File: config.mk
export PLATFORM = sky130hd
export DESIGN_NAME = grf_wb_port_flat
export DESIGN_NICKNAME = d
export VERILOG_FILES = /design/src/rtl/grf_pkg.sv /design/src/rtl/grf_wb_port_if.sv /design/src/rtl/grf_wb_fifo.sv /design/src/rtl/grf_wb_port.sv /design/src/flat_wrapper.sv
export SDC_FILE = /design/constraint.sdc
export NUM_CORES = 1
export LEC_CHECK = 0
export ABC_AREA = 1
export CORE_ASPECT_RATIO = 1.4
export CORE_MARGIN = 2
export CORE_UTILIZATION = 37
export CTS_CLUSTER_SIZE = 12
export DETAILED_ROUTE_END_ITERATION = 10
export HOLD_SLACK_MARGIN = 0.06
export SYNTH_ARGS = -nofsm -noshare
export SYNTH_HDL_FRONTEND = slang
export SYNTH_HIERARCHICAL = 1
export SYNTH_SLANG_ARGS = --single-unit
File: constraint.sdc
create_clock -name clk -period 4.23 [get_ports clk]
set_input_delay 1.269 -clock clk [delete_from_list [all_inputs] [get_ports clk]]
set_output_delay 1.269 -clock clk [all_outputs]
set_load 0.02 [all_outputs]
File: src/rtl/grf_pkg.sv
// Shared types and widths for the GRF write-back path.
//   GRF_AW / GRF_DW : register address / data (and PC) widths
//   REG_ZERO        : hard-wired zero register; writes to it are dropped
//   wb_req_t        : one queued write-back request {wa, wd, pc}
package grf_pkg;

  localparam int unsigned GRF_AW = 5;
  localparam int unsigned GRF_DW = 32;

  localparam logic [GRF_AW-1:0] REG_ZERO = GRF_AW'(0);

  typedef struct packed {
    logic [GRF_AW-1:0] wa;
    logic [GRF_DW-1:0] wd;
    logic [GRF_DW-1:0] pc;
  } wb_req_t;

endpackage

File: src/rtl/grf_wb_port_if.sv
// Bus bundle between the pipeline / long-latency unit and the GRF write port.
//   pipe_* : W-stage write request (in to the port)
//   lu_*   : long-latency result handshake (lu_ready flows back)
//   rwe/wa/wd/pc : GRF write port (out of the port)
// master = producers / GRF side stimulus, slave = grf_wb_port.
interface grf_wb_port_if
  import grf_pkg::*;
#(
  parameter int unsigned AW = GRF_AW,
  parameter int unsigned DW = GRF_DW
) ();

  logic          pipe_we;
  logic [AW-1:0] pipe_wa;
  logic [DW-1:0] pipe_wd;
  logic [DW-1:0] pipe_pc;

  logic          lu_valid;
  logic          lu_ready;
  logic [AW-1:0] lu_wa;
  logic [DW-1:0] lu_wd;
  logic [DW-1:0] lu_pc;

  logic          rwe;
  logic [AW-1:0] wa;
  logic [DW-1:0] wd;
  logic [DW-1:0] pc;

  modport master (
    output pipe_we, pipe_wa, pipe_wd, pipe_pc,
    output lu_valid, lu_wa, lu_wd, lu_pc,
    input  lu_ready,
    input  rwe, wa, wd, pc
  );

  modport slave (
    input  pipe_we, pipe_wa, pipe_wd, pipe_pc,
    input  lu_valid, lu_wa, lu_wd, lu_pc,
    output lu_ready,
    output rwe, wa, wd, pc
  );

endinterface

File: src/rtl/grf_wb_fifo.sv
// Circular queue of late write-back requests with per-entry valid bits.
//   clk, Reset       : clock, synchronous active-high reset
//   push, push_req   : store a request at the tail (caller guarantees not full)
//   pop              : retire the head (caller guarantees not empty)
//   squash_en/_wa    : invalidate every stored entry targeting squash_wa
//   head_req/_valid  : current head entry and its valid bit
//   count            : occupied entries, squashed ones included
//   busy_mask        : bit i set while a valid entry targets register i
module grf_wb_fifo
  import grf_pkg::*;
#(
  parameter int unsigned DEPTH = 4
) (
  input  logic                           clk,
  input  logic                           Reset,
  input  logic                           push,
  input  wb_req_t                        push_req,
  input  logic                           pop,
  input  logic                           squash_en,
  input  logic [GRF_AW-1:0]              squash_wa,
  output wb_req_t                        head_req,
  output logic                           head_valid,
  output logic [$clog2(DEPTH+1)-1:0]     count,
  output logic [(2**GRF_AW)-1:0]         busy_mask
);

  localparam int unsigned PW = $clog2(DEPTH);
  localparam int unsigned CW = $clog2(DEPTH+1);

  wb_req_t          mem [DEPTH];
  logic [DEPTH-1:0] vld;
  logic [PW-1:0]    rd_ptr;
  logic [PW-1:0]    wr_ptr;

  // Squash only touches entries already stored; a same-cycle push is younger and stays valid.
  always_ff @(posedge clk) begin
    if (Reset) begin
      rd_ptr <= '0;
      wr_ptr <= '0;
      count  <= '0;
      vld    <= '0;
    end else begin
      for (int unsigned i = 0; i < DEPTH; i++) begin
        if (squash_en && vld[i] && (mem[i].wa == squash_wa)) vld[i] <= 1'b0;
      end
      if (pop) begin
        vld[rd_ptr] <= 1'b0;
        rd_ptr      <= PW'(rd_ptr + 1'b1);
      end
      if (push) begin
        mem[wr_ptr] <= push_req;
        vld[wr_ptr] <= 1'b1;
        wr_ptr      <= PW'(wr_ptr + 1'b1);
      end
      count <= CW'(count + CW'(push) - CW'(pop));
    end
  end

  assign head_req   = mem[rd_ptr];
  assign head_valid = vld[rd_ptr];

  // Valid bits are cleared on pop, so vld alone marks pending writes.
  always_comb begin
    busy_mask = '0;
    for (int unsigned i = 0; i < DEPTH; i++) begin
      if (vld[i]) busy_mask[mem[i].wa] = 1'b1;
    end
    busy_mask[0] = 1'b0;
  end

endmodule

File: src/rtl/grf_wb_port.sv
// GRF write-port arbiter: W-stage writes win; LU results queue and drain on idle port cycles.
//   clk, Reset : clock, synchronous active-high reset
//   bus        : grf_wb_port_if.slave (pipe_*, lu_* handshake, rwe/wa/wd/pc)
//   busy_mask  : per-register pending-queued-write flags for the hazard unit
//   q_count    : occupied queue entries (squashed included)
// Optional: define GRF_TRACE_EN to print a commit/squash trace at each clock edge.
module grf_wb_port
  import grf_pkg::*;
#(
  parameter int unsigned DEPTH = 4
) (
  input  logic                         clk,
  input  logic                         Reset,
  grf_wb_port_if.slave                 bus,
  output logic [(2**GRF_AW)-1:0]       busy_mask,
  output logic [$clog2(DEPTH+1)-1:0]   q_count
);

  localparam int unsigned CW = $clog2(DEPTH+1);

  logic                    pipe_hit;
  logic                    q_nonempty;
  logic                    pop;
  logic                    push;
  wb_req_t                 head_req;
  logic                    head_valid;
  logic [(2**GRF_AW)-1:0]  fifo_busy;

  assign pipe_hit   = bus.pipe_we && (bus.pipe_wa != REG_ZERO);
  assign q_nonempty = (q_count != '0);
  assign pop        = !Reset && !pipe_hit && q_nonempty;

  // Ready depends on registered occupancy only: no pop-through when full.
  assign bus.lu_ready = !Reset && (q_count < CW'(DEPTH));
  // $0 results complete the handshake but are dropped.
  assign push         = bus.lu_valid && bus.lu_ready && (bus.lu_wa != REG_ZERO);
  assign busy_mask    = Reset ? '0 : fifo_busy;

  grf_wb_fifo #(.DEPTH(DEPTH)) u_fifo (
    .clk        (clk),
    .Reset      (Reset),
    .push       (push),
    .push_req   ('{wa: bus.lu_wa, wd: bus.lu_wd, pc: bus.lu_pc}),
    .pop        (pop),
    .squash_en  (pipe_hit),
    .squash_wa  (bus.pipe_wa),
    .head_req   (head_req),
    .head_valid (head_valid),
    .count      (q_count),
    .busy_mask  (fifo_busy)
  );

  // Write-port priority mux; a squashed head still spends its pop cycle with rwe low.
  always_comb begin
    bus.rwe = 1'b0;
    bus.wa  = '0;
    bus.wd  = '0;
    bus.pc  = '0;
    if (!Reset) begin
      if (pipe_hit) begin
        bus.rwe = 1'b1;
        bus.wa  = bus.pipe_wa;
        bus.wd  = bus.pipe_wd;
        bus.pc  = bus.pipe_pc;
      end else if (q_nonempty) begin
        bus.rwe = head_valid;
        bus.wa  = head_req.wa;
        bus.wd  = head_req.wd;
        bus.pc  = head_req.pc;
      end
    end
  end

`ifdef GRF_TRACE_EN
  always_ff @(posedge clk) begin
    if (!Reset) begin
      if (bus.rwe) $display("%d@%h: $%d <= %h", $time, bus.pc, bus.wa, bus.wd);
      else if (pop && !head_valid) $display("%d: squash $%d", $time, head_req.wa);
    end
  end
`endif

endmodule
File: src/flat_wrapper.sv
// flat-port wrapper written by rule: the top's interface ports become plain ports
module grf_wb_port_flat import grf_pkg::*;
#(
  parameter int unsigned DEPTH = 4
)
  (clk, Reset, busy_mask, q_count, bus_pipe_we, bus_pipe_wa, bus_pipe_wd, bus_pipe_pc, bus_lu_valid, bus_lu_wa, bus_lu_wd, bus_lu_pc, bus_lu_ready, bus_rwe, bus_wa, bus_wd, bus_pc);
  grf_wb_port_if bus_i ();
  input  logic clk;
  input  logic Reset;
  output logic [(2**GRF_AW)-1:0] busy_mask;
  output logic [$clog2(DEPTH+1)-1:0] q_count;
  input wire logic [$bits(bus_i.pipe_we)-1:0] bus_pipe_we;
  input wire logic [$bits(bus_i.pipe_wa)-1:0] bus_pipe_wa;
  input wire logic [$bits(bus_i.pipe_wd)-1:0] bus_pipe_wd;
  input wire logic [$bits(bus_i.pipe_pc)-1:0] bus_pipe_pc;
  input wire logic [$bits(bus_i.lu_valid)-1:0] bus_lu_valid;
  input wire logic [$bits(bus_i.lu_wa)-1:0] bus_lu_wa;
  input wire logic [$bits(bus_i.lu_wd)-1:0] bus_lu_wd;
  input wire logic [$bits(bus_i.lu_pc)-1:0] bus_lu_pc;
  output wire logic [$bits(bus_i.lu_ready)-1:0] bus_lu_ready;
  output wire logic [$bits(bus_i.rwe)-1:0] bus_rwe;
  output wire logic [$bits(bus_i.wa)-1:0] bus_wa;
  output wire logic [$bits(bus_i.wd)-1:0] bus_wd;
  output wire logic [$bits(bus_i.pc)-1:0] bus_pc;
  assign bus_i.pipe_we = bus_pipe_we;
  assign bus_i.pipe_wa = bus_pipe_wa;
  assign bus_i.pipe_wd = bus_pipe_wd;
  assign bus_i.pipe_pc = bus_pipe_pc;
  assign bus_i.lu_valid = bus_lu_valid;
  assign bus_i.lu_wa = bus_lu_wa;
  assign bus_i.lu_wd = bus_lu_wd;
  assign bus_i.lu_pc = bus_lu_pc;
  assign bus_lu_ready = bus_i.lu_ready;
  assign bus_rwe = bus_i.rwe;
  assign bus_wa = bus_i.wa;
  assign bus_wd = bus_i.wd;
  assign bus_pc = bus_i.pc;
  grf_wb_port #(.DEPTH(DEPTH)) u_core (.clk(clk), .Reset(Reset), .bus(bus_i), .busy_mask(busy_mask), .q_count(q_count));
endmodule
# [Yosys cells after proc, flatten, opt, wreduce, memory -nomap -nowiden]
# Memory sizes are Yosys's and may differ from the RTL's. A register that Yosys moved wholly into a read port is not among the register bits.
# Index checks and enable logic that the tools add are counted.
[totals] ff_bits=11 latchBits=0 mem_bits_rw=276 rom_bits=0 input_bits=142 out_inout_bits=106 mem_count=1
[memory_table] name="u_core.u_fifo.mem" depth=4 word_bits=69 read_ports=5 rd_clocked_by_memory_dff=1 write_ports=1 line_no="grf_wb_fifo.sv:30" rtl="wb_req_t mem [DEPTH];"
[op_classes] addsub=4 multipliers=0 div=0 n_lt_le_gt_ge=13 eq_ne=4 shifts=0 mux=47 bitwise=6 n_reduce_logical=25
[op_table] operator="$mux W32" count=11
[op_table] operator="$or A32 B32 Y32" count=3
[op_table] operator="$lt A5 B6 Y1 const B" count=4
[op_table] operator="$mux W1" count=21
[op_table] operator="$demux W1 S5" count=4
[op_table] operator="$eq A5 B5 Y1" count=4
[op_table] operator="$ge A5 B1 Y1 const B" count=4
[op_table] operator="$logic_and A1 B1 Y1" count=20
[op_table] operator="$mux W5" count=3
[op_table] operator="$mux W4" count=3
[op_table] operator="$reduce_bool A5 Y1" count=2
[op_table] operator="$lt A2 B3 Y1 const B" count=2
[op_table] operator="$add A2 B1 Y2 const B" count=2
[op_table] operator="$and A4 B4 Y4" count=1
[op_table] operator="$demux W1 S2" count=2
[op_table] operator="$ge A2 B1 Y1 const B" count=2
[op_table] operator="$mux W2" count=2
[op_table] operator="$not A4 Y4" count=1
[op_table] operator="$or A4 B4 Y4" count=1
[op_table] operator="$add A3 B1 Y3" count=1
[op_table] operator="$lt A3 B3 Y1 const B" count=1
[op_table] operator="$reduce_bool A3 Y1" count=1
[op_table] operator="$sub A3 B1 Y3" count=1
[op_table] operator="$bmux W1 S2" count=1
[op_table] operator="$logic_not A1 Y1" count=2

# [Logic depth before layout (Yosys ltp)]
# An unclocked memory read counts as a cell.
[depth] depth_word=13 depth_mapped=15 ltp_nobuf=13

# [Modules after synthesis]
# The synthesis kept the hierarchy.
[by_module_without_submodules] module="grf_wb_fifo" instances=1 cells_each=1055 area_each_um2=12194.2 seq_area_each_um2=8548.2
[by_module_without_submodules] module="grf_wb_port" instances=1 cells_each=470 area_each_um2=2222.1 seq_area_each_um2=0.0

# [Least setup slack after synthesis]
# OpenSTA, ideal clock, no wires.
[synth_path] path_kind="input to register" start="in Reset" end="mem u_core/u_fifo/mem[0][0] (netlist name), enable pin" setup_time_ns=0.423 t_arrival_ns=3.480 required_ns=3.807 setup_slack_ns=0.327 cell_stages=6 path_buffers=1 cell_sequence="buf_2 -> nor2_1 -> nand3_1 -> inv_1 -> nand3_1 -> inv_1"
[synth_via] elab_chain_cells=7
[synth_rtl] item="from (decl)" line_no="flat_wrapper.sv:9" rtl="input logic Reset;"
[synth_rtl] item="$logic_not A1 Y1" line_no="grf_wb_port.sv:34" rtl="assign bus.lu_ready = !Reset && (q_count < CW'(DEPTH));"
[synth_rtl] item="$logic_and A1 B1 Y1" line_no="grf_wb_port.sv:34"
[synth_rtl] item="via bus_lu_ready" line_no="flat_wrapper.sv:20" rtl="output wire logic [$bits(bus_i.lu_ready)-1:0] bus_lu_ready;"
[synth_rtl] item="$logic_and A1 B1 Y1 (2 in a row)" line_no="grf_wb_port.sv:36" rtl="assign push = bus.lu_valid && bus.lu_ready && (bus.lu_wa != REG_ZERO);"
[synth_rtl] item="via u_core.push" line_no="grf_wb_port.sv:24" rtl="logic push;"
[synth_rtl] item="$mux W1" line_no="grf_wb_fifo.sv:50" rtl="if (push) begin"
[synth_rtl] item="$mux W1" line_no="grf_wb_fifo.sv:37" rtl="if (Reset) begin"
[synth_rtl] item="$mux W1 (not written as such)" line_no="grf_wb_fifo.sv:51" rtl="mem[wr_ptr] <= push_req;"
[synth_rtl] item="to (decl)" line_no="grf_wb_fifo.sv:30"
# The timed path passes the listed nets, and every way through them passes these cells.

# [Worst setup path in the final report]
[layout_path] start="in bus_pipe_wa[1]" end="out bus_wd[5]"
[layout_via] elab_chain_cells=4
[layout_rtl] item="from (decl)" line_no="flat_wrapper.sv:13" rtl="input wire logic [$bits(bus_i.pipe_wa)-1:0] bus_pipe_wa;"
[layout_rtl] item="$reduce_bool A5 Y1" line_no="grf_wb_port.sv:29" rtl="assign pipe_hit = bus.pipe_we && (bus.pipe_wa != REG_ZERO);"
[layout_rtl] item="$logic_and A1 B1 Y1" line_no="grf_wb_port.sv:29"
[layout_rtl] item="$mux W32" line_no="grf_wb_port.sv:60" rtl="if (pipe_hit) begin"
[layout_rtl] item="$mux W32" line_no="grf_wb_port.sv:59" rtl="if (!Reset) begin"
[layout_rtl] item="to (decl)" line_no="flat_wrapper.sv:23" rtl="output wire logic [$bits(bus_i.wd)-1:0] bus_wd;"
# No other way between the ends.

==> flow_summary_export.csv <==
group,metric,value,unit
outcome,status,"finished, final reports clean",
detailed_routing,met1Wirelength,16900,um
cells_and_area,drive_above_1_share,0.0792,
global_route,grt_use_total,0.209,
cts,clock_path_buffers,3,
sta,rsz0062_at_grt,"false",
sta,max_freq,239,MHz
yosys,yosys_warnings,6,
cells_and_area,synthToLayoutAreaGrowth,26.1,%
global_route,first_global_vias,11300,
detailed_routing,drcViolationCount,0,
setup_path,crit_buf_inv,4,
setup_path,cp_cell_sequence,"clkdlybuf4s50_1 -> nor2_2 -> nand3_4 -> buf_4 -> buf_4 -> nand3b_1 -> nand2_1 -> nor2_1 -> dlygate4sd2_1",
power_and_ir_drop,vdd_drop_max,0.302,mV
cells_and_area,layout.nets,1907,
yosys,netlist-cell-type-count,31,
cts,cts.reportedPaths.clkPinSlew,0.06,ns
floorplan,ioPinCount,248,
yosys,synth.yosys.seq_area_share,0.593,
cells_and_area,regArea,0.00855,mm^2
sta,relSlewSlack,0.467,
cts,cts_root_buf,"clkbuf_16",
setup_path,worst_path_largest_cell_delay,0.43,ns
detailed_routing,dr_wl_met2,22300,um
sta,setup_viol,0,
sta,setup_tns,0,ns
setup_path,crit_family,"buffers and inverters",
floorplan,dieWidth,171,um
cts,clkLatencyLatePin,0.54,ns
cts,cts-buffers-inserted,28,
cts,cts_sinks,289,
global_route,grt_max_degree,106,
global_route,grt_remaining_overflow,0,
setup_path,cp_slowest_cell,"clkdlybuf4s50_1",
hold_path,min_path_type,"reg2reg",
sta,hold_viol,0,
yosys,syn_area,0.0144,mm^2
yosys,syn_inst,1525,
sta,drv_slew,0,
detailed_routing,wl_met3,2170,um
setup_path,cp_max_fo,13,
detailed_routing,vias,11700,
cells_and_area,fill_cells,3748,
power_and_ir_drop,power.density,421,mW/mm^2
global_route,antenna_found_initial,7,
detailed_routing,avgRoutedWirePerCell,18.7,um
place,place_congestion,0.897,
setup_path,timing.critical_path.mode_cell,"buf_4",
floorplan,start_util,0.374,
detailed_routing,dr.first_iter.drc_count,694,
place,hpwlAfterDp,29000,um
job,max_cap_violations,0,
sta,finClkSkew,0.0133,ns
yosys,avgSynthCellArea,9.45,um^2
floorplan,coreArea,0.0385,mm^2
cts,cts_tree,"yes",
detailed_routing,antenna_left,0,
detailed_routing,dr.pass1.iters,5,
detailed_routing,vias_per_cell,5.10,
cells_and_area,fin_util,0.472,
cts,postCtsSetupRepairBufs,0,
setup_path,crit_type,"in2out",
sta,finalCritPeriodShare,0.988,
sta,final.min_clock_period,4.18,ns
yosys,ys_ff_latch,289,
setup_path,required,2.96,ns
setup_path,cp-end-kind,"output pin",
floorplan,die_y,238,um
place,io_buffer_count,246,
floorplan,rows,85,
sta,worst_slew_pin_slew,0.795,ns
yosys,syn-num-nets,1678,
cells_and_area,multi_input_area,0.00512,mm^2
cts,htreeDepth,1,
global_route,grt_pass1_wl,64700,um
setup_path,arrival,2.91,ns
floorplan,die_area,0.0406,mm^2
setup_path,startpoint_type,"primary input",
power_and_ir_drop,leakage,6.69,nW
detailed_routing,topRoutingLayerUsed,"met5",
detailed_routing,wl,43000,um
cts,ctsHoldBuffers,0,
==> where the power goes <==
group	switching [mW]	leakage [nW]	internal, mW
Sequential	0.0556	2.60	3.22
Combinational	1.37	3.72	0.803
Clock	0.950	0.381	1.24
Total	2.38	6.69	5.27
==> per-layer routing <==
metal  vias up  GRT usage
li1       5668          -
met1      5584      0.240
met2       346      0.384
met3        93     0.0288
met4         6     0.0878
met5         -          0
==> state kept, by name, indices dropped and copies added (netlist names), named ones only <==
| register | cells |
|---|---|
| u_core/u_fifo/mem | 276 |
| u_core/u_fifo/vld | 4 |
| u_core/u_fifo/count | 3 |
| u_core/u_fifo/rd_ptr | 2 |
| u_core/u_fifo/wr_ptr | 2 |
==> synth_stat cells <==
cell      count  area [um^2]
edfxtp_1    276         8290
nor2_1      322         1210
nand3b_1     60          450
a21oi_1      84          420
dfxtp_1      13          260
nor3_1       16         80.1
nand3_4       1         17.5
nor3_4        6         97.6
o21ai_1       1         5.00
xnor2_1       1         8.76
ha_1         10          125
o21ai_0     139          696
buf_6         5         56.3
fa_1          1         20.0
inv_1        73          274
inv_2         9         33.8
clkbuf_1     39          146
conb_1        1         3.75
buf_2        23          115
nand2_2       1         6.26
o22ai_1      65          407
a211oi_1      2         15.0
buf_4        10         75.1
nand3_1      37          185
buf_1         7         26.3
nor3_2        3         30.0
and2_1       62          388
nor2_2        2         12.5
nand2_1     252          946
clkbuf_2      3         15.0
clkinv_1      1         3.75
==> layout by cell type, fill, tap and decap left out, types with 2 or more instances in the layout <==
cell type        synthesis  layout
a211oi_1                 2       2
a21oi_1                 84      84
and2_1                  62      62
buf_12                   0      14
buf_4                   10      26
clkbuf_1                39      13
clkbuf_16                0      29
clkbuf_2                 3      37
clkdlybuf4s15_1          0      21
clkdlybuf4s50_1          0     175
clkinv_2                 0       6
dfxtp_1                 13      11
diode_2                  0       4
dlygate4sd2_1            0      12
edfxtp_1               276     276
ha_1                    10      10
inv_1                   73      68
inv_2                    9      10
nand2_1                252     251
nand2_2                  1       2
nand3_1                 37      37
nand3b_1                60      60
nor2_1                 322     322
nor2_2                   2       2
nor3_1                  16      16
nor3_2                   3       3
nor3_4                   6       6
o21ai_0                139     139
o22ai_1                 65      65
==> kinds of logic after synthesis <==
kind of cell               Yosys count  share of synthesized area
AOI/OAI and AO/OA                  291                      0.107
buffers and inverters              170                     0.0517
other                                1                   0.000260
DFF                                289                      0.593
xor gates and xnor gates             1                   0.000608
adders and majority gates           11                     0.0101
and+or+nand+nor                    762                      0.237
==> worst paths after layout <==
| check | start | to | slack (ns) | depth (start not counted) |
|---|---|---|---|---|
| hold / removal | u_core/u_fifo/count[2]$_SDFF_PP0_ | u_core/u_fifo/count[2]$_SDFF_PP0_ | 0.52 | 2 |
| setup reg to reg | u_core/u_fifo/count[1]$_SDFF_PP0_ | u_core/u_fifo/count[2]$_SDFF_PP0_ | 1.67 | 12 |
| hold reg to reg | u_core/u_fifo/count[2]$_SDFF_PP0_ | u_core/u_fifo/count[2]$_SDFF_PP0_ | 0.52 | 2 |
| setup / recovery | bus_pipe_wa[1] | bus_wd[5] | 0.05 | 9 |
==> timing repair <==
action,CTS,global route
gates cloned,0,0
gates resized for setup,70,95
endpoints found under the setup margin,70,58
==> worst register-to-register path: cells and delay by family, from the launching register on <==
kind / cells / cell delay [ns]
xor+xnor: 1 / 0.20
buf+inv: 2 / 0.11
flops: 1 / 0.43
compound gates: 2 / 0.23
fa+ha+maj: 3 / 0.76
simple gates: 4 / 0.76
==> through the flow <==
stage          hold WS (ns)  setup slack [ns]  instances  cell area (um^2)  power (mW)
3_5_place_dp          0.507            -0.254       2246             17600        5.61
6_report              0.521            0.0487       2294             18200        7.64
2_1_floorplan         0.494             0.327       1525             14400        4.63
4_1_cts               0.517            0.0139       2290             18300        7.75
5_1_grt               0.562          0.000835       2293             18200        8.04
3_3_place_gp          0.492            -0.228       2246             17600        5.59
==> final cells by class <==
class,count,share of cell area
Sequential cell,289,0.471
Multi-Input combinational cell,1066,0.282
Antenna cell,4,0.000551
Timing Repair Buffer,286,0.150
Inverter,83,0.0176
Tap cell,522,0.0359
Clock inverter,2,0.000551
Clock buffer,42,0.0426
No activity file was read; power rests on OpenSTA's default activity.
